### src/rtl/pcd_miller_encoder_if.sv
// Byte-stream handshake into the PCD modified-Miller encoder.
// A byte moves on every clk edge where valid and ready are both 1.
// The producer holds data, data_bits, last and add_parity stable while valid is 1.
// ready is registered by the encoder, and valid has no effect while ready is 0.
interface pcd_miller_encoder_if;
  logic [7:0] data;
  logic [2:0] data_bits;
  logic       add_parity;
  logic       valid;
  logic       last;
  logic       ready;

  modport master (
    output data, data_bits, add_parity, valid, last,
    input  ready
  );

  modport slave (
    input  data, data_bits, add_parity, valid, last,
    output ready
  );
endinterface

### src/rtl/pcd_miller_encoder.sv
// ISO14443-A PCD modified-Miller encoder: serialises bytes into Z/X/Y
// 128-cycle bit periods on pause_n, framed by SOC and EOC.
module pcd_miller_encoder #(
  parameter int PAUSE_LEN = 28
) (
  input  logic                 clk,
  input  logic                 rst_n,
  pcd_miller_encoder_if.slave  bus,
  output logic                 pause_n,
  output logic                 busy,
  output logic                 underrun,
  output logic [2:0]           dbg_state
);

  typedef enum logic [2:0] {
    S_IDLE   = 3'd0,
    S_SOC    = 3'd1,
    S_DATA   = 3'd2,
    S_PARITY = 3'd3,
    S_EOC0   = 3'd4,
    S_EOCY   = 3'd5
  } state_t;

  typedef enum logic [1:0] {
    SEQ_Z = 2'd0,
    SEQ_X = 2'd1,
    SEQ_Y = 2'd2
  } seq_t;

  localparam logic [6:0] PAUSE_END = 7'(PAUSE_LEN);
  localparam logic [6:0] X_START   = 7'd64;
  localparam logic [6:0] X_END     = 7'(64 + PAUSE_LEN);

  state_t     state, state_n;
  seq_t       seq, seq_n;
  logic [6:0] cnt, cnt_n;
  logic [7:0] sh, sh_n;
  logic [2:0] bit_idx, bit_idx_n;
  logic [3:0] nbits, nbits_n;
  logic       cur_last, cur_last_n;
  logic       par_acc, par_acc_n;
  logic       par_en, par_en_n;
  logic [7:0] hold_data, hold_data_n;
  logic [3:0] hold_nbits, hold_nbits_n;
  logic       hold_last, hold_last_n;
  logic       hold_full, hold_full_n;
  logic       last_acc, last_acc_n;
  logic       ready_q, ready_n;
  logic       busy_n, underrun_n, pause_n_n;

  logic       xfer, period_end, last_bit, need_parity;
  logic       handover, ho_prev;
  logic [3:0] in_nbits;
  logic       lo_z, lo_x;

  assign bus.ready   = ready_q;
  assign dbg_state   = state;
  assign xfer        = bus.valid & ready_q;
  assign period_end  = (cnt == 7'd127);
  assign last_bit    = ({1'b0, bit_idx} == (nbits - 4'd1));
  assign need_parity = par_en & (nbits == 4'd8);
  // data_bits only applies to a byte flagged last; 0 encodes a full byte
  assign in_nbits    = (bus.last && (bus.data_bits != 3'd0)) ? {1'b0, bus.data_bits} : 4'd8;

  function automatic seq_t enc(input logic b, input logic prev);
    if (b)         return SEQ_X;
    else if (prev) return SEQ_Y;
    else           return SEQ_Z;
  endfunction

  always_comb begin
    state_n      = state;
    seq_n        = seq;
    cnt_n        = (state == S_IDLE) ? 7'd0 : cnt + 7'd1;
    sh_n         = sh;
    bit_idx_n    = bit_idx;
    nbits_n      = nbits;
    cur_last_n   = cur_last;
    par_acc_n    = par_acc;
    par_en_n     = par_en;
    hold_data_n  = hold_data;
    hold_nbits_n = hold_nbits;
    hold_last_n  = hold_last;
    hold_full_n  = hold_full;
    last_acc_n   = last_acc;
    underrun_n   = 1'b0;
    handover     = 1'b0;
    ho_prev      = 1'b0;

    case (state)
      S_IDLE: begin
        if (xfer) begin
          state_n    = S_SOC;
          seq_n      = SEQ_Z;
          sh_n       = bus.data;
          nbits_n    = in_nbits;
          cur_last_n = bus.last;
          bit_idx_n  = 3'd0;
          par_acc_n  = 1'b1;
          par_en_n   = bus.add_parity;
          last_acc_n = bus.last;
        end
      end
      S_SOC: begin
        if (period_end) begin
          state_n = S_DATA;
          seq_n   = enc(sh[0], 1'b0);
        end
      end
      S_DATA: begin
        if (period_end) begin
          par_acc_n = par_acc ^ sh[0];
          if (!last_bit) begin
            sh_n      = sh >> 1;
            bit_idx_n = bit_idx + 3'd1;
            seq_n     = enc(sh[1], sh[0]);
          end else if (need_parity) begin
            state_n = S_PARITY;
            seq_n   = enc(par_acc ^ sh[0], sh[0]);
          end else begin
            handover = 1'b1;
            ho_prev  = sh[0];
          end
        end
      end
      S_PARITY: begin
        // par_acc holds the odd-parity bit being sent in this period
        if (period_end) begin
          handover = 1'b1;
          ho_prev  = par_acc;
        end
      end
      S_EOC0: begin
        if (period_end) begin
          state_n = S_EOCY;
          seq_n   = SEQ_Y;
        end
      end
      S_EOCY: begin
        if (period_end) begin
          state_n     = S_IDLE;
          seq_n       = SEQ_Y;
          hold_full_n = 1'b0;
          last_acc_n  = 1'b0;
          par_en_n    = 1'b0;
        end
      end
      default: begin
        state_n = S_IDLE;
        seq_n   = SEQ_Y;
      end
    endcase

    if (xfer && (state != S_IDLE) && !handover) begin
      hold_data_n  = bus.data;
      hold_nbits_n = in_nbits;
      hold_last_n  = bus.last;
      hold_full_n  = 1'b1;
      last_acc_n   = bus.last;
    end

    // A byte accepted on the boundary edge itself goes straight to the shifter
    if (handover) begin
      if (cur_last) begin
        state_n = S_EOC0;
        seq_n   = enc(1'b0, ho_prev);
      end else if (hold_full) begin
        state_n     = S_DATA;
        seq_n       = enc(hold_data[0], ho_prev);
        sh_n        = hold_data;
        nbits_n     = hold_nbits;
        cur_last_n  = hold_last;
        bit_idx_n   = 3'd0;
        par_acc_n   = 1'b1;
        hold_full_n = 1'b0;
      end else if (xfer) begin
        state_n    = S_DATA;
        seq_n      = enc(bus.data[0], ho_prev);
        sh_n       = bus.data;
        nbits_n    = in_nbits;
        cur_last_n = bus.last;
        bit_idx_n  = 3'd0;
        par_acc_n  = 1'b1;
        last_acc_n = bus.last;
      end else begin
        state_n    = S_EOC0;
        seq_n      = enc(1'b0, ho_prev);
        underrun_n = 1'b1;
      end
    end

    ready_n   = (state_n inside {S_IDLE, S_SOC, S_DATA, S_PARITY}) &&
                !hold_full_n && !last_acc_n && !xfer;
    busy_n    = (state_n != S_IDLE);
    lo_z      = (seq_n == SEQ_Z) && (cnt_n < PAUSE_END);
    lo_x      = (seq_n == SEQ_X) && (cnt_n >= X_START) && (cnt_n < X_END);
    pause_n_n = !(busy_n && (lo_z || lo_x));
  end

  always_ff @(posedge clk or negedge rst_n) begin
    if (!rst_n) begin
      state      <= S_IDLE;
      seq        <= SEQ_Y;
      cnt        <= 7'd0;
      sh         <= 8'd0;
      bit_idx    <= 3'd0;
      nbits      <= 4'd0;
      cur_last   <= 1'b0;
      par_acc    <= 1'b0;
      par_en     <= 1'b0;
      hold_data  <= 8'd0;
      hold_nbits <= 4'd0;
      hold_last  <= 1'b0;
      hold_full  <= 1'b0;
      last_acc   <= 1'b0;
      ready_q    <= 1'b0;
      busy       <= 1'b0;
      underrun   <= 1'b0;
      pause_n    <= 1'b1;
    end else begin
      state      <= state_n;
      seq        <= seq_n;
      cnt        <= cnt_n;
      sh         <= sh_n;
      bit_idx    <= bit_idx_n;
      nbits      <= nbits_n;
      cur_last   <= cur_last_n;
      par_acc    <= par_acc_n;
      par_en     <= par_en_n;
      hold_data  <= hold_data_n;
      hold_nbits <= hold_nbits_n;
      hold_last  <= hold_last_n;
      hold_full  <= hold_full_n;
      last_acc   <= last_acc_n;
      ready_q    <= ready_n;
      busy       <= busy_n;
      underrun   <= underrun_n;
      pause_n    <= pause_n_n;
    end
  end

endmodule

### src/flat_wrapper.sv
// flat-port wrapper written by rule: the top's interface ports become plain ports
module pcd_miller_encoder_flat 
#(
  parameter int PAUSE_LEN = 28
)
  (clk, rst_n, pause_n, busy, underrun, dbg_state, bus_data, bus_data_bits, bus_add_parity, bus_valid, bus_last, bus_ready);
  pcd_miller_encoder_if bus_i ();
  input  logic clk;
  input  logic rst_n;
  output logic pause_n;
  output logic busy;
  output logic underrun;
  output logic [2:0] dbg_state;
  input wire logic [$bits(bus_i.data)-1:0] bus_data;
  input wire logic [$bits(bus_i.data_bits)-1:0] bus_data_bits;
  input wire logic [$bits(bus_i.add_parity)-1:0] bus_add_parity;
  input wire logic [$bits(bus_i.valid)-1:0] bus_valid;
  input wire logic [$bits(bus_i.last)-1:0] bus_last;
  output wire logic [$bits(bus_i.ready)-1:0] bus_ready;
  assign bus_i.data = bus_data;
  assign bus_i.data_bits = bus_data_bits;
  assign bus_i.add_parity = bus_add_parity;
  assign bus_i.valid = bus_valid;
  assign bus_i.last = bus_last;
  assign bus_ready = bus_i.ready;
  pcd_miller_encoder #(.PAUSE_LEN(PAUSE_LEN)) u_core (.clk(clk), .rst_n(rst_n), .bus(bus_i), .pause_n(pause_n), .busy(busy), .underrun(underrun), .dbg_state(dbg_state));
endmodule
### config.mk
export PLATFORM = sky130hd
export DESIGN_NAME = pcd_miller_encoder_flat
export DESIGN_NICKNAME = d
export VERILOG_FILES = /design/src/rtl/pcd_miller_encoder_if.sv /design/src/rtl/pcd_miller_encoder.sv /design/src/flat_wrapper.sv
export SDC_FILE = /design/constraint.sdc
export NUM_CORES = 1
export LEC_CHECK = 0
export ABC_AREA = 1
export BUFFER_PORTS_ARGS = -buffer_cell sky130_fd_sc_hd__buf_2
export CORE_ASPECT_RATIO = 0.8
export CORE_UTILIZATION = 54
export CTS_BUF_LIST = sky130_fd_sc_hd__clkbuf_16
export CTS_CLUSTER_SIZE = 25
export DETAILED_ROUTE_END_ITERATION = 10
export GPL_TIMING_DRIVEN = 1
export MAX_ROUTING_LAYER = met4
export PLACE_DENSITY = 0.85
export SYNTH_ARGS = -nofsm -noshare
export SYNTH_HDL_FRONTEND = slang
export SYNTH_SLANG_ARGS = --single-unit
### constraint.sdc
create_clock -name clk -period 1.7 [get_ports clk]
set_input_delay 0.085 -clock clk [delete_from_list [all_inputs] [get_ports clk]]
set_output_delay 0.085 -clock clk [all_outputs]
set_load 0.02 [all_outputs]
After elaboration in Yosys (flattened, before gate mapping)
Cells that the tools add are included.

Flip-flop bits (word level): 49. Input bits: 16. Logic and storage cells: 165.

Add/sub/neg operators: 3. Magnitude comparators: 3. Equal/unequal tests: 14. Multiplexer cells: 98. Bitwise logic cells: 3. Reductions and logical operators: 26.

Operator list (count): $mux 8 (7); $mux 3 (18); $mux 1 (40); $mux 2 (16); $mux 4 (7); $pmux 3 s6 (1); $pmux 8 s2 (1); $eq 3x2->1 const B (4); $logic_and 1x1->1 (10); $pmux 1 s2 (5); $pmux 2 s5 (1); $reduce_bool 3->1 (3); $add 7x1->7 const B (1); $eq 7x7->1 const B (1); $ge 7x7->1 const B (1); $lt 7x5->1 const B (1); $lt 7x7->1 const B (1); $mux 7 (1); $eq 3x1->1 const B (2); $eq 3x3->1 const B (2); $logic_not 3->1 (2); $pmux 3 s2 (1); $logic_not 1->1 (5); $eq 3x4->1 (1); other kinds (13) (15).

Depth between registers and ports, before layout
Gate-level depths: netlist (run 1).

Word-level depth: 18. Depth in mapped cells: 17.

Least setup slack after synthesis (run 1)
OpenSTA, ideal clock, no wires.

Kind: register to register. Start: register u_core.nbits[0]. End: register u_core.ready_q (netlist: u_core.bus.ready). Arrival time: 1.701 ns. Required time: 1.584 ns. Path slack: -0.117 ns. Stages on the path, launching flop included: 15. Buffers on the path: 0. Clock period less this slack: 1.817 ns. Path through: dfrtp_1 > inv_2 > ha_1 > nand2_1 > nand2_1 > nor2_2 > nand4_1 > nand2_2 > nand2_4 > nor2_8 > nand3_4 > nand2_2 > nand2_1 > nand2_2 > nor2_2.

Cells in the longest elaborated chain, start to end: 16.

RTL lines: start, declared (line pcd_miller_encoder.sv:39) `logic [3:0] nbits, nbits_n;`; start signal, assigned (line pcd_miller_encoder.sv:226) `nbits <= nbits_n;`; parallel branches: the longest is 3 deep, another holds $sub 4x1->4; $mux 1 * (line pcd_miller_encoder.sv:113) `if (!last_bit) begin`; $mux 1 * (line pcd_miller_encoder.sv:111) `if (period_end) begin`; $pmux 1 s2 * (line pcd_miller_encoder.sv:90) `case (state)`; $logic_not 1->1 (line pcd_miller_encoder.sv:154) `if (xfer && (state != S_IDLE) && !handover) begin`; $logic_and 1x1->1 (line pcd_miller_encoder.sv:154); $mux 1 (line pcd_miller_encoder.sv:154); $mux 1 (line pcd_miller_encoder.sv:176) `end else if (xfer) begin`; $mux 1 (line pcd_miller_encoder.sv:167) `end else if (hold_full) begin`; $mux 1 (line pcd_miller_encoder.sv:164) `if (cur_last) begin`; $mux 1 * (line pcd_miller_encoder.sv:163) `if (handover) begin`; via u_core.last_acc_n (line pcd_miller_encoder.sv:47) `logic last_acc, last_acc_n;`; $logic_not 1->1 * (line pcd_miller_encoder.sv:193) `!hold_full_n && !last_acc_n && !xfer;`; $logic_and 1x1->1 * (2 in series) (line pcd_miller_encoder.sv:193); via u_core.ready_n (line pcd_miller_encoder.sv:48) `logic ready_q, ready_n;`; end signal, assigned (line pcd_miller_encoder.sv:235) `ready_q <= ready_n;`; end, declared (line pcd_miller_encoder.sv:48).

Mark *: on every way through the listed nets, which the timed path passes. A chain may end at the register's enable or synchronous reset.

Final worst setup path (run 1)
Start: register u_core.nbits[1]. End: register u_core.sh[1].

Cells in the longest elaborated chain, start to end: 9.

RTL lines: $sub 4x1->4 (line pcd_miller_encoder.sv:60) `assign last_bit = ({1'b0, bit_idx} == (nbits - 4'd1));`; $eq 3x4->1 (line pcd_miller_encoder.sv:60); $mux 8 (line pcd_miller_encoder.sv:113); $mux 8 (line pcd_miller_encoder.sv:111); $pmux 8 s2 (line pcd_miller_encoder.sv:90); $mux 8 (line pcd_miller_encoder.sv:176); $mux 8 (line pcd_miller_encoder.sv:167); $mux 8 (line pcd_miller_encoder.sv:164); $mux 8 * (line pcd_miller_encoder.sv:163); via u_core.sh_n[1] (line pcd_miller_encoder.sv:37) `logic [7:0] sh, sh_n;`; end signal, assigned (line pcd_miller_encoder.sv:224) `sh <= sh_n;`; end, declared (line pcd_miller_encoder.sv:37).

Mark *: on every way through the listed nets, which the timed path passes. The rest lies on a longest branch.

==> results of run 1 <==
logic make-up (layout without fill, tap and decap cells):
| logic type | after synthesis | in the layout | share of synthesized area, % |
|---|---|---|---|
| and+or+nand+nor | 204 | 204 | 33.6 |
| adders and majority gates | 4 | 4 | 1.68 |
| buffers and inverters | 67 | 146 | 9.43 |
| DFF | 49 | 49 | 41.3 |
| AOI/OAI and AO/OA | 71 | 71 | 13.6 |
| xor gates and xnor gates | 1 | 1 | 0.295 |
power groups by stage:
| stage | Sequential [mW] | Combinational, mW | Clock [mW] |
|---|---|---|---|
| floorplan | 1.19 | 0.00545 | 0 |
| global placement | 1.19 | 0.0573 | 0 |
| detailed placement | 1.19 | 0.0581 | 0 |
| CTS | 1.17 | 0.0606 | 1.16 |
| global route | 1.16 | 0.0714 | 1.20 |
| finish | 1.17 | 0.0638 | 1.17 |
final timing paths:
check / depth (start not counted) / from / slack, ns / to
hold reg to reg: 2 / u_core.hold_nbits[3] / 0.49 / u_core.hold_nbits[3]
hold / removal: 3 / bus_data[7] / 0.0003 / u_core.hold_data[7]
min in group asynchronous: 2 / rst_n / 0.27 / u_core.hold_nbits[0]
max in group asynchronous: 3 / rst_n / 0.83 / u_core.seq[1]
setup / recovery: 14 / u_core.nbits[1] / -0.50 / u_core.sh[1]
setup reg to reg: 14 / u_core.nbits[1] / -0.50 / u_core.sh[1]
tightest hold or removal path, delay by kind of cell:
family	cells	cell delay [ns]
buffers and inverters	1	0.09
AND/OR/NAND/NOR	2	0.10
cell type report:
class | count | share of cell area (%)
Multi-Input combinational cell | 280 | 42.4
Sequential cell | 49 | 30.3
Timing Repair Buffer | 77 | 15.0
Inverter | 60 | 5.98
Clock buffer | 5 | 3.08
Tap cell | 62 | 1.91
Clock inverter | 3 | 1.08
Timing Repair inverter | 1 | 0.278
flip-flops by register name, summed over array words and instances (netlist names), 2 cells and up:
signal and flops:
u_core.hold_data 8, u_core.sh 8, u_core.cnt 7, u_core.hold_nbits 4
u_core.nbits 4, u_core.bit_idx 3, u_core.dbg_state 3, u_core.seq 2
per-layer routing:
metal | wire [um] | up-vias | track usage (%)
met5 | 0 | - | -
met4 | 599 | 0 | 17.4
met3 | 1040 | 78 | 6.27
met2 | 4680 | 243 | 56.4
met1 | 3840 | 1524 | 40.6
li1 | - | 1432 | -
timing repair:
action                                  in CTS  in global routing
endpoints found under the setup margin      41                 41
hold buffers                                 1                  0
setup buffers                                9                  6
pin swaps                                   19                 22
endpoints found under the hold margin       19                  0
gates cloned                                 0                  1
resized for setup                           51                 50
cells in the mapped netlist, types with 2 or more instances:
library cell               number  share of area, %
sky130_fd_sc_hd__nand2_1      109                14
sky130_fd_sc_hd__inv_1         53               6.7
sky130_fd_sc_hd__dfrtp_1       47                40
sky130_fd_sc_hd__o21ai_0       37               6.2
sky130_fd_sc_hd__nand3_1       32               5.4
sky130_fd_sc_hd__nor2_1        29               3.7
sky130_fd_sc_hd__a21oi_1       14               2.4
sky130_fd_sc_hd__nand4_1        7               1.5
sky130_fd_sc_hd__inv_2          6              0.76
sky130_fd_sc_hd__nand2_2        6               1.3
sky130_fd_sc_hd__nand2_4        6               2.3
sky130_fd_sc_hd__o211ai_1       6               1.5
sky130_fd_sc_hd__ha_1           4               1.7
sky130_fd_sc_hd__o22ai_1        4              0.84
sky130_fd_sc_hd__buf_2          3              0.51
sky130_fd_sc_hd__nor2_2         3              0.63
sky130_fd_sc_hd__nor2_4         3               1.1
sky130_fd_sc_hd__nor2_8         3               2.0
sky130_fd_sc_hd__o21ai_1        3              0.51
sky130_fd_sc_hd__buf_4          2              0.51
sky130_fd_sc_hd__buf_6          2              0.76
sky130_fd_sc_hd__dfstp_2        2               1.8
sky130_fd_sc_hd__nand3_2        2              0.67
sky130_fd_sc_hd__o21bai_1       2              0.51
cells in the final DEF, fill, tap and decap left out, types with 22 or more instances in the layout:
cell type / n
sky130_fd_sc_hd__dfrtp_1: 47
sky130_fd_sc_hd__nor2_1: 25
sky130_fd_sc_hd__inv_1: 44
sky130_fd_sc_hd__nand3_1: 25
sky130_fd_sc_hd__nand2_2: 29
sky130_fd_sc_hd__o21ai_0: 28
sky130_fd_sc_hd__buf_2: 22
sky130_fd_sc_hd__nand2_1: 76
sky130_fd_sc_hd__buf_4: 41
per-stage QoR:
step	hold slack (ns)	total power, mW
after floorplan	-0.211	1.19
after global placement	0.0619	1.24
after detailed placement	0.0592	1.25
after CTS	0.00200	2.39
after global routing	0.0181	2.44
final	0.000288	2.39
==> load_flow_metrics.sql, run 1 <==
INSERT INTO impl_metrics (metric_group, metric, value, unit) VALUES
('pwr', 'power.sequential.fraction', '48.7', '%'),
('critical_path', 'cp-end-kind', 'flip-flop', ''),
('global_route', 'grt_overflow_total', '0', ''),
('synth', 'avgSynthCellArea', '7.50', 'um2'),
('run_status', 'violations', 'DRC, setup timing', ''),
('route', 'number_of_design_rule_violations_left_after_detail_routing', '1', ''),
('critical_path', 'timing.critical_path.max_delay_family', 'simple AND/OR/NAND/NOR gates', ''),
('clock_network', 'tritoncts', 'yes', ''),
('synth', 'prevailing_post_synth_register_cell', 'sky130_fd_sc_hd__dfrtp_1', ''),
('global_route', 'grt_pass1_vias', '3012', ''),
('pwr', 'pwr_density_cell', '590', 'mW/mm2'),
('route', 'initialDrtViolationCount', '439', ''),
('layout', 'multi_input_comb_area', '0.00172', 'mm2'),
('synth', 'synth_cell_types', '35', ''),
('critical_path', 'critical_path.max_stage_delay', '0.39', 'ns'),
('critical_path', 'timing.critical_path.cells', 'inv_2, ha_4, inv_2, nand2_2, nand2_2, nor2_4, nand4_1, nand2_2, nand2_4, nor2_8, buf_4, buf_4, nand3_1, nand3_2', ''),
('route', 'avgRoutedWirePerCell', '18.9', 'um'),
('sta', 'layout_setup_ws', '-0.499', 'ns'),
('critical_path', 'worstPathRequired', '1.93', 'ns'),
('run_status', 'run_status', 'complete, but fails checks', ''),
('floorplan', 'chipHeight', '68.4', 'um'),
('route', 'postRouteWirelength', '10200', 'um'),
('pwr', 'worst_ir_drop_vdd', '450', 'uV'),
('sta', 'fmax', '455', 'MHz'),
('layout', 'layout_stage_area_growth_over_the_synthesis_result', '36.5', '%'),
('sta', 'final-setup-viol-count', '41', ''),
('sta', 'timing_max_transition_violations_final', '0', ''),
('pwr', 'p_switching', '0.511', 'mW'),
('layout', 'post-route-util', '78.8', '%'),
('pwr', 'combPwrFrac', '2.7', '%'),
('layout', 'fill_cells', '309', ''),
('layout', 'finalNonFillerCells', '537', ''),
('sta', 'finalCriticalPeriod', '2.20', 'ns'),
('clock_network', 'cts_root_buffer', 'sky130_fd_sc_hd__clkbuf_16', ''),
('route', 'detailroute.via_count', '3277', ''),
('place', 'hpwlAfterDp', '5920', 'um'),
('route', 'final_antenna_net_count', '0', ''),
('synth', 'synth_async_sr_flop_share', '100', '%'),
('place', 'port_buffers', '22', ''),
('critical_path', 'crit_slowest_cell', 'sky130_fd_sc_hd__dfrtp_1', ''),
('floorplan', 'start_util', '57.7', '%'),
('critical_path', 'critical-path-top-cell-by-count', 'sky130_fd_sc_hd__nand2_2', ''),
('critical_path', 'critical_path_peak_fanout', '6', ''),
('pwr', 'pwr-share-clk', '48.7', '%'),
('synth', 'mappedNetlistArea', '0.00297', 'mm2'),
('sta', 'final_tns_setup', '-15.21', 'ns'),
('clock_network', 'clock_tree.htree_level_count', '2', ''),
('synth', 'ys_seq_area_share', '41.3', '%'),
('place', 'post_dp_cell_area', '0.00344', 'mm2'),
('sta', 'final_hold_viol_count', '0', ''),
('clock_network', 'clk_transition_reported_paths', '0.07', 'ns'),
('global_route', 'grt_first_pass_wirelength', '14300', 'um'),
('layout', 'finish.instance_area', '0.00406', 'mm2'),
('layout', 'footprint_of_the_flip_flops_and_latches', '0.00123', 'mm2'),
('global_route', 'globalRouteTotalUtil', '34.0', '%'),
('pwr', 'p_leak', '2.14', 'nW'),
('clock_network', 'cts-root-to-sink-buffers', '2', ''),
('layout', 'layout-drive-gt1-share', '38.7', '%'),
('flow_run', 'max_cap_viol_count', '0', ''),
('layout', 'antennaDiodeCount', '0', ''),
('synth', 'synth.yosys.warnings', '0', ''),
('synth', 'syn-num-nets', '416', ''),
('place', 'placement_stage_worst_setup_slack', '-0.267', 'ns'),
('synth', 'post_synth_inst_count', '396', ''),
('critical_path', 'critical_path_class', 'flip-flop to flip-flop', ''),
('pwr', 'power.internal', '1.88', 'mW'),
('floorplan', 'die_area', '0.00581', 'mm2'),
('critical_path', 'critPathBufInv', '4', ''),
('sta', 'timing.final.crit_share', '129', '%'),
('route', 'post_drt_via_cell_ratio', '6.10', ''),
('sta', 'skew', '0.00693', 'ns');
Note: power is estimated with default switching activity, not from simulation.
==> run 2: changes to the inputs <==
SETUP_SLACK_MARGIN = 0.3   (was unset)
==> load_flow_metrics.sql, run 2 (synthesis results as in run 1) <==
INSERT INTO impl_metrics (metric_group, metric, value, unit) VALUES
('place', 'place.gp.congestion', '0.977', ''),
('critical_path', 'worstPathRequired', '1.92', 'ns'),
('sta', 'grt_setup_unrepaired', 'true', ''),
('min_path', 'worstHoldPathCells', '3', ''),
('floorplan', 'die-width', '84.9', 'um'),
('floorplan', 'core.rowCount', '23', ''),
('global_route', 'grt_pass1_vias', '3016', ''),
('route', 'final_antenna_net_count', '0', ''),
('clock_network', 'clock_insertion_delay_worst_skew', '0.30', 'ns'),
('sta', 'timing_max_transition_violations_final', '0', ''),
('floorplan', 'start_util', '57.7', '%'),
('global_route', 'grt_first_pass_wirelength', '14500', 'um'),
('place', 'port_buffers', '22', ''),
('global_route', 'grt_antenna_before_repair', '0', ''),
('sta', 'max_slew.worst_pin.slew', '0.645', 'ns'),
('route', 'post_drt_via_cell_ratio', '6.20', ''),
('clock_network', 'cts_buffers', '5', ''),
('critical_path', 'crit_path_start_kind', 'flip-flop', ''),
('critical_path', 'critical_path.max_stage_delay', '0.39', 'ns'),
('sta', 'finalCriticalPeriod', '2.18', 'ns'),
('critical_path', 'timing.critical_path.cells', 'inv_2, ha_4, inv_2, nand2_2, nand2_2, nor2_4, nand4_1, nand2_2, nand2_4, nor2_8, nand3_4, nand3_2, nand2_2, nor2_2', ''),
('pwr', 'p_leak', '2.15', 'nW'),
('sta', 'fmax', '458', 'MHz'),
('sta', 'final_hold_viol_count', '0', ''),
('layout', 'finalNonFillerCells', '540', ''),
('layout', 'mostFrequentLayoutCell', 'sky130_fd_sc_hd__nand2_1', ''),
('place', 'placed_cells_incl_taps', '513', ''),
('critical_path', 'timing.reg2reg.worst_path_depth', '14', ''),
('layout', 'layout-drive-gt1-share', '41.2', '%'),
('floorplan', 'chipHeight', '68.4', 'um'),
('layout', 'layout_stage_area_growth_over_the_synthesis_result', '38.5', '%'),
('global_route', 'globalRouteTotalUtil', '34.4', '%'),
('pwr', 'p_total', '2.26', 'mW'),
('critical_path', 'crit_slowest_cell', 'sky130_fd_sc_hd__dfrtp_1', ''),
('layout', 'post-route-util', '79.9', '%'),
('layout', 'highest_count_cells_in_the_layout_ignoring_fill_and_taps', '67 x sky130_fd_sc_hd__nand2_1, 45 x sky130_fd_sc_hd__dfrtp_1, 44 x sky130_fd_sc_hd__inv_1, 41 x sky130_fd_sc_hd__buf_4, 39 x sky130_fd_sc_hd__nand2_2', ''),
('critical_path', 'worst_ep_arrival_time', '2.40', 'ns'),
('layout', 'antennaDiodeCount', '0', ''),
('clock_network', 'cts_root_buffer', 'sky130_fd_sc_hd__clkbuf_16', ''),
('global_route', 'grt_overflow_total', '0', ''),
('critical_path', 'reg2reg_setup_slack', '-0.48', 'ns'),
('min_path', 'hp-class', 'primary input to flip-flop', ''),
('critical_path', 'critical_path.reg2reg.endpoint', 'u_core.bus.ready', ''),
('route', 'avgRoutedWirePerCell', '19.3', 'um'),
('route', 'postRouteWirelength', '10400', 'um'),
('critical_path', 'cp-end-kind', 'flip-flop', ''),
('sta', 'skew', '0.0106', 'ns'),
('clock_network', 'cts.sinks', '49', ''),
('flow_run', 'max_cap_viol_count', '0', ''),
('critical_path', 'rr_startpoint', 'u_core.nbits[1]', ''),
('clock_network', 'tritoncts', 'yes', ''),
('layout', 'fill_cells', '291', ''),
('route', 'detailroute.via_count', '3350', ''),
('run_status', 'run_status', 'complete, but fails checks', ''),
('critical_path', 'critical_path_peak_fanout', '5', ''),
('pwr', 'worst_ir_drop_vdd', '736', 'uV'),
('layout', 'layout.nets', '497', ''),
('pwr', 'pwr_density_cell', '550', 'mW/mm2'),
('sta', 'max_slew_margin', '56.6', '%'),
('route', 'dr.pass1.iters', '9', ''),
('floorplan', 'pin_count', '23', ''),
('layout', 'finish.instance_area', '0.00412', 'mm2'),
('clock_network', 'clk_transition_reported_paths', '0.07', 'ns'),
('route', 'initialDrtViolationCount', '446', ''),
('global_route', 'grt_max_degree', '20', ''),
('sta', 'layout_setup_ws', '-0.482', 'ns'),
('run_status', 'violations', 'DRC, setup timing', ''),
('layout', 'biggestRegsByFlops', 'u_core.hold_data: 8 flops, u_core.sh: 8 flops, u_core.cnt: 7 flops', ''),
('critical_path', 'critical_path_class', 'flip-flop to flip-flop', ''),
('min_path', 'min_from', 'bus_data[4]', ''),
('route', 'number_of_design_rule_violations_left_after_detail_routing', '2', ''),
('place', 'post_dp_cell_area', '0.00342', 'mm2'),
('sta', 'timing.final.crit_share', '128', '%'),
('floorplan', 'die_area', '0.00581', 'mm2'),
('place', 'hpwlAfterDp', '5840', 'um'),
('critical_path', 'critical-path-top-cell-by-count', 'sky130_fd_sc_hd__nand2_2', ''),
('min_path', 'worstHoldEndpoint', 'u_core.hold_data[4]', ''),
('clock_network', 'clock_tree.htree_level_count', '2', ''),
('floorplan', 'core-area', '0.00515', 'mm2'),
('clock_network', 'cts-root-to-sink-buffers', '2', ''),
('sta', 'final-setup-viol-count', '41', '');
[run 2: cell types whose count changed in the layout (fill, tap and decap cells not counted), moves of 3 or more]
cell                      previous run  this run
sky130_fd_sc_hd__buf_6               9        12
sky130_fd_sc_hd__nor2_4              4         7
sky130_fd_sc_hd__nand2_2            29        39
sky130_fd_sc_hd__nand3_2             8         2
sky130_fd_sc_hd__nand3_1            25        31
sky130_fd_sc_hd__nand2_1            76        67
[run 2: metal layers]
layer / wire length [um] / vias up / track usage (%)
li1: - / 1445 / -
met1: 3640 / 1524 / 39.8
met2: 4900 / 291 / 58.8
met3: 1210 / 90 / 8.20
met4: 647 / 0 / 14.6
met5: 0 / - / -
[run 2: layout make-up]
class                           count  area (um2)  share of cell area (%)
Multi-Input combinational cell    280        1750                    42.5
Clock inverter                      3        25.0                   0.608
Inverter                           60         255                    6.20
Timing Repair Buffer               81         653                    15.9
Tap cell                           62        77.6                    1.89
Sequential cell                    49        1230                    29.9
Clock buffer                        5         125                    3.04
[run 2: worst max path at each step]
stage | start | end | slack (ns) | depth (start not counted)
after floorplan | u_core.nbits[0] | u_core.bus.ready | -0.1 | 14
after global placement | u_core.nbits[1] | u_core.pause_n | -0.20 | 15
after detailed placement | u_core.nbits[1] | u_core.nbits[2] | -0.24 | 12
after CTS | u_core.nbits[0] | u_core.sh[5] | -0.20 | 14
after global routing | u_core.nbits[1] | u_core.bus.ready | -0.59 | 15
final | u_core.nbits[1] | u_core.bus.ready | -0.48 | 14
[run 2: through the flow]
step                setup WS (ns)  TNS [ns]  hold slack [ns]
floorplan                 -0.0960    -0.581           -0.211
global placement           -0.195     -3.08           0.0469
detailed placement         -0.242     -4.95           0.0410
CTS                        -0.205     -4.90          0.00727
global route               -0.589    -18.74           0.0274
finish                     -0.482    -14.64           0.0145
[run 2: timing repair]
item / 4_1_cts / 5_1_grt
setup endpoints to repair: 42 / 44
gates cloned: 1 / 0
setup buffers: 8 / 9
resized for setup: 54 / 71
pin swaps: 16 / 20
endpoints found under the hold margin: 15 / 0
hold buffers: 1 / 0
[run 2: worst max-delay path, delay by kind of cell (launching register included)]
| family | cells | cell delay (ns) |
|---|---|---|
| AND/OR/NAND/NOR | 11 | 1.32 |
| flip-flops | 1 | 0.39 |
| adder cells (fa/ha/maj) | 1 | 0.29 |
| buffers and inverters | 2 | 0.11 |
[run 2: report_power, final]
| group | internal, mW | switching (mW) |
|---|---|---|
| clock network | 0.554 | 0.480 |
| logic | 0.0188 | 0.0463 |
| registers | 1.16 | 0 |
| total | 1.74 | 0.527 |
==> run 3: changes to the inputs <==
BUFFER_PORTS_ARGS = unset   (was -buffer_cell sky130_fd_sc_hd__buf_2)
CORE_UTILIZATION = 60   (was 54)
CTS_BUF_LIST = sky130_fd_sc_hd__clkbuf_8   (was sky130_fd_sc_hd__clkbuf_16)
DONT_BUFFER_PORTS = 1   (was unset)
PLACE_DENSITY = 0.88   (was 0.85)
==> load_flow_metrics.sql, run 3 (synthesis results as in run 1) <==
INSERT INTO impl_metrics (metric_group, metric, value, unit) VALUES
('run_status', 'run_status', 'complete, but fails checks', ''),
('run_status', 'violations', 'hold timing, setup timing', ''),
('pwr', 'p_total', '2.03', 'mW'),
('floorplan', 'start_util', '63.5', '%'),
('sta', 'skew', '0.0146', 'ns'),
('sta', 'fmax', '483', 'MHz'),
('clock_network', 'cts_root_buffer', 'sky130_fd_sc_hd__clkbuf_8', ''),
('place', 'post_dp_cell_area', '0.00328', 'mm2'),
('sta', 'timing_max_transition_violations_final', '0', ''),
('flow_run', 'max_cap_viol_count', '0', ''),
('route', 'postRouteWirelength', '9560', 'um'),
('floorplan', 'pin_count', '23', ''),
('critical_path', 'critical_path_class', 'flip-flop to flip-flop', ''),
('critical_path', 'worstPathRequired', '1.96', 'ns'),
('sta', 'final_hold_viol_count', '1', ''),
('global_route', 'grt_overflow_total', '0', ''),
('sta', 'layout_setup_ws', '-0.372', 'ns'),
('sta', 'final_tns_setup', '-8.65', 'ns'),
('sta', 'timing.hold.ws', '-0.00835', 'ns'),
('sta', 'max_slew.worst_pin.slew', '0.374', 'ns'),
('floorplan', 'die-width', '80.7', 'um'),
('layout', 'layout_stage_area_growth_over_the_synthesis_result', '29.9', '%'),
('sta', 'finalCriticalPeriod', '2.07', 'ns'),
('layout', 'finalNonFillerCells', '519', ''),
('route', 'detailroute.via_count', '3204', ''),
('sta', 'max_slew_margin', '74.9', '%'),
('sta', 'grt_setup_unrepaired', 'true', ''),
('pwr', 'pwr_density_cell', '525', 'mW/mm2'),
('layout', 'highest_count_cells_in_the_layout_ignoring_fill_and_taps', '88 x sky130_fd_sc_hd__nand2_1, 45 x sky130_fd_sc_hd__dfrtp_1, 43 x sky130_fd_sc_hd__inv_1, 42 x sky130_fd_sc_hd__buf_4, 28 x sky130_fd_sc_hd__o21ai_0', ''),
('clock_network', 'tritoncts', 'yes', ''),
('global_route', 'grt_antenna_before_repair', '0', ''),
('critical_path', 'timing.reg2reg.worst_path_depth', '14', ''),
('route', 'number_of_design_rule_violations_left_after_detail_routing', '0', ''),
('critical_path', 'crit_slowest_cell', 'sky130_fd_sc_hd__dfrtp_1', ''),
('sta', 'timing.final.crit_share', '122', '%'),
('place', 'hpwlAfterDp', '5540', 'um'),
('critical_path', 'timing.critical_path.cells', 'inv_2, ha_4, inv_2, nand2_2, nand2_2, nor2_4, nand4_1, nand2_2, nand2_4, nor2_8, buf_4, inv_4, o211ai_2, a21boi_2', ''),
('layout', 'antennaDiodeCount', '0', ''),
('place', 'placed_cells_incl_taps', '484', ''),
('place', 'placement_stage_worst_setup_slack', '-0.225', 'ns'),
('layout', 'finish.instance_area', '0.00386', 'mm2'),
('clock_network', 'cts_buffers', '5', ''),
('clock_network', 'clock_tree.htree_level_count', '2', ''),
('layout', 'post-route-util', '82.5', '%'),
('place', 'port_buffers', '0', ''),
('global_route', 'grt_first_pass_wirelength', '13500', 'um'),
('clock_network', 'clk_transition_reported_paths', '0.11', 'ns'),
('floorplan', 'chipHeight', '64.9', 'um'),
('critical_path', 'critical_path.reg2reg.endpoint', 'u_core.nbits[0]', ''),
('place', 'place.gp.congestion', '0.941', ''),
('critical_path', 'setup.worst_path.end', 'u_core.nbits[0]', ''),
('critical_path', 'rr_startpoint', 'u_core.nbits[1]', ''),
('sta', 'final-setup-viol-count', '39', ''),
('critical_path', 'critical_path_peak_fanout', '6', ''),
('route', 'post_drt_via_cell_ratio', '6.17', ''),
('critical_path', 'cp-end-kind', 'flip-flop', ''),
('layout', 'layout-drive-gt1-share', '31.8', '%'),
('clock_network', 'clock_insertion_delay_worst_skew', '0.34', 'ns'),
('floorplan', 'core-area', '0.00468', 'mm2'),
('critical_path', 'critical_path.max_stage_delay', '0.39', 'ns'),
('route', 'final_antenna_net_count', '0', ''),
('critical_path', 'timing.critical_path.from', 'u_core.nbits[1]', ''),
('route', 'dr.pass1.iters', '5', ''),
('route', 'initialDrtViolationCount', '462', ''),
('global_route', 'grt_pass1_vias', '2864', ''),
('clock_network', 'cts.sinks', '49', ''),
('critical_path', 'reg2reg_setup_slack', '-0.37', 'ns'),
('global_route', 'globalRouteTotalUtil', '35.7', '%'),
('route', 'avgRoutedWirePerCell', '18.4', 'um'),
('layout', 'layout.nets', '478', ''),
('layout', 'mostFrequentLayoutCell', 'sky130_fd_sc_hd__nand2_1', ''),
('min_path', 'hp-class', 'primary input to flip-flop', ''),
('critical_path', 'critical-path-top-cell-by-count', 'sky130_fd_sc_hd__nand2_2', ''),
('layout', 'biggestRegsByFlops', 'u_core.hold_data: 8 flops, u_core.sh: 8 flops, u_core.cnt: 7 flops', ''),
('pwr', 'p_leak', '1.98', 'nW'),
('pwr', 'worst_ir_drop_vdd', '679', 'uV'),
('critical_path', 'crit_path_start_kind', 'flip-flop', ''),
('layout', 'fill_cells', '259', ''),
('clock_network', 'cts-root-to-sink-buffers', '2', ''),
('floorplan', 'die_area', '0.00524', 'mm2'),
('floorplan', 'core.rowCount', '22', ''),
('global_route', 'grt_max_degree', '50', ''),
('critical_path', 'worst_ep_arrival_time', '2.33', 'ns');
run 3: power breakdown:
group | internal, mW | leakage (nW) | switching (mW) | total [mW]
registers | 1.16 | 0.557 | 0 | 1.16
logic | 0.0318 | 1.37 | 0.0413 | 0.0731
clock network | 0.308 | 0.0511 | 0.482 | 0.789
run 3: worst min path at each step:
stage	startpoint	to	slack [ns]	depth (start not counted)
after floorplan	rst_n	u_core.bit_idx[0]	-0.21	0
after global placement	rst_n	u_core.busy	-0.21	0
after detailed placement	rst_n	u_core.dbg_state[1]	-0.21	0
after CTS	bus_last	u_core.last_acc	-0.1	2
after global routing	bus_data[0]	u_core.hold_data[0]	-0.002	2
final	bus_last	u_core.hold_nbits[3]	-0.008	3
run 3: final cells by class:
type	instances	area (um2)	share of cell area [%]
Inverter	60	238	6.16
Tap cell	60	75.1	1.94
Clock inverter	3	33.8	0.875
Clock buffer	5	68.8	1.78
Multi-Input combinational cell	280	1670	43.2
Sequential cell	49	1230	31.9
Timing Repair Buffer	62	547	14.2
run 3: critical path, delay by kind of cell (launching register included):
kind	cells	cell delay, ns
AOI/OAI and AO/OA	2	0.25
adders and majority gates	1	0.27
buffers and inverters	4	0.31
DFF	1	0.39
and+or+nand+nor	7	0.76
run 3: per-layer routing:
| layer | up-vias | routed length, um | track usage (%) |
|---|---|---|---|
| met5 | - | 0 | - |
| met4 | 0 | 310 | 13.4 |
| met3 | 39 | 1020 | 7.89 |
| met2 | 249 | 4570 | 54.1 |
| met1 | 1510 | 3660 | 46.8 |
| li1 | 1406 | - | - |
run 3: timing repair:
item,in CTS,in global routing
pin swaps,3,18
endpoints found under the hold margin,72,5
endpoints found under the setup margin,42,44
resized for setup,21,57
setup buffers,2,9
hold buffers,15,1
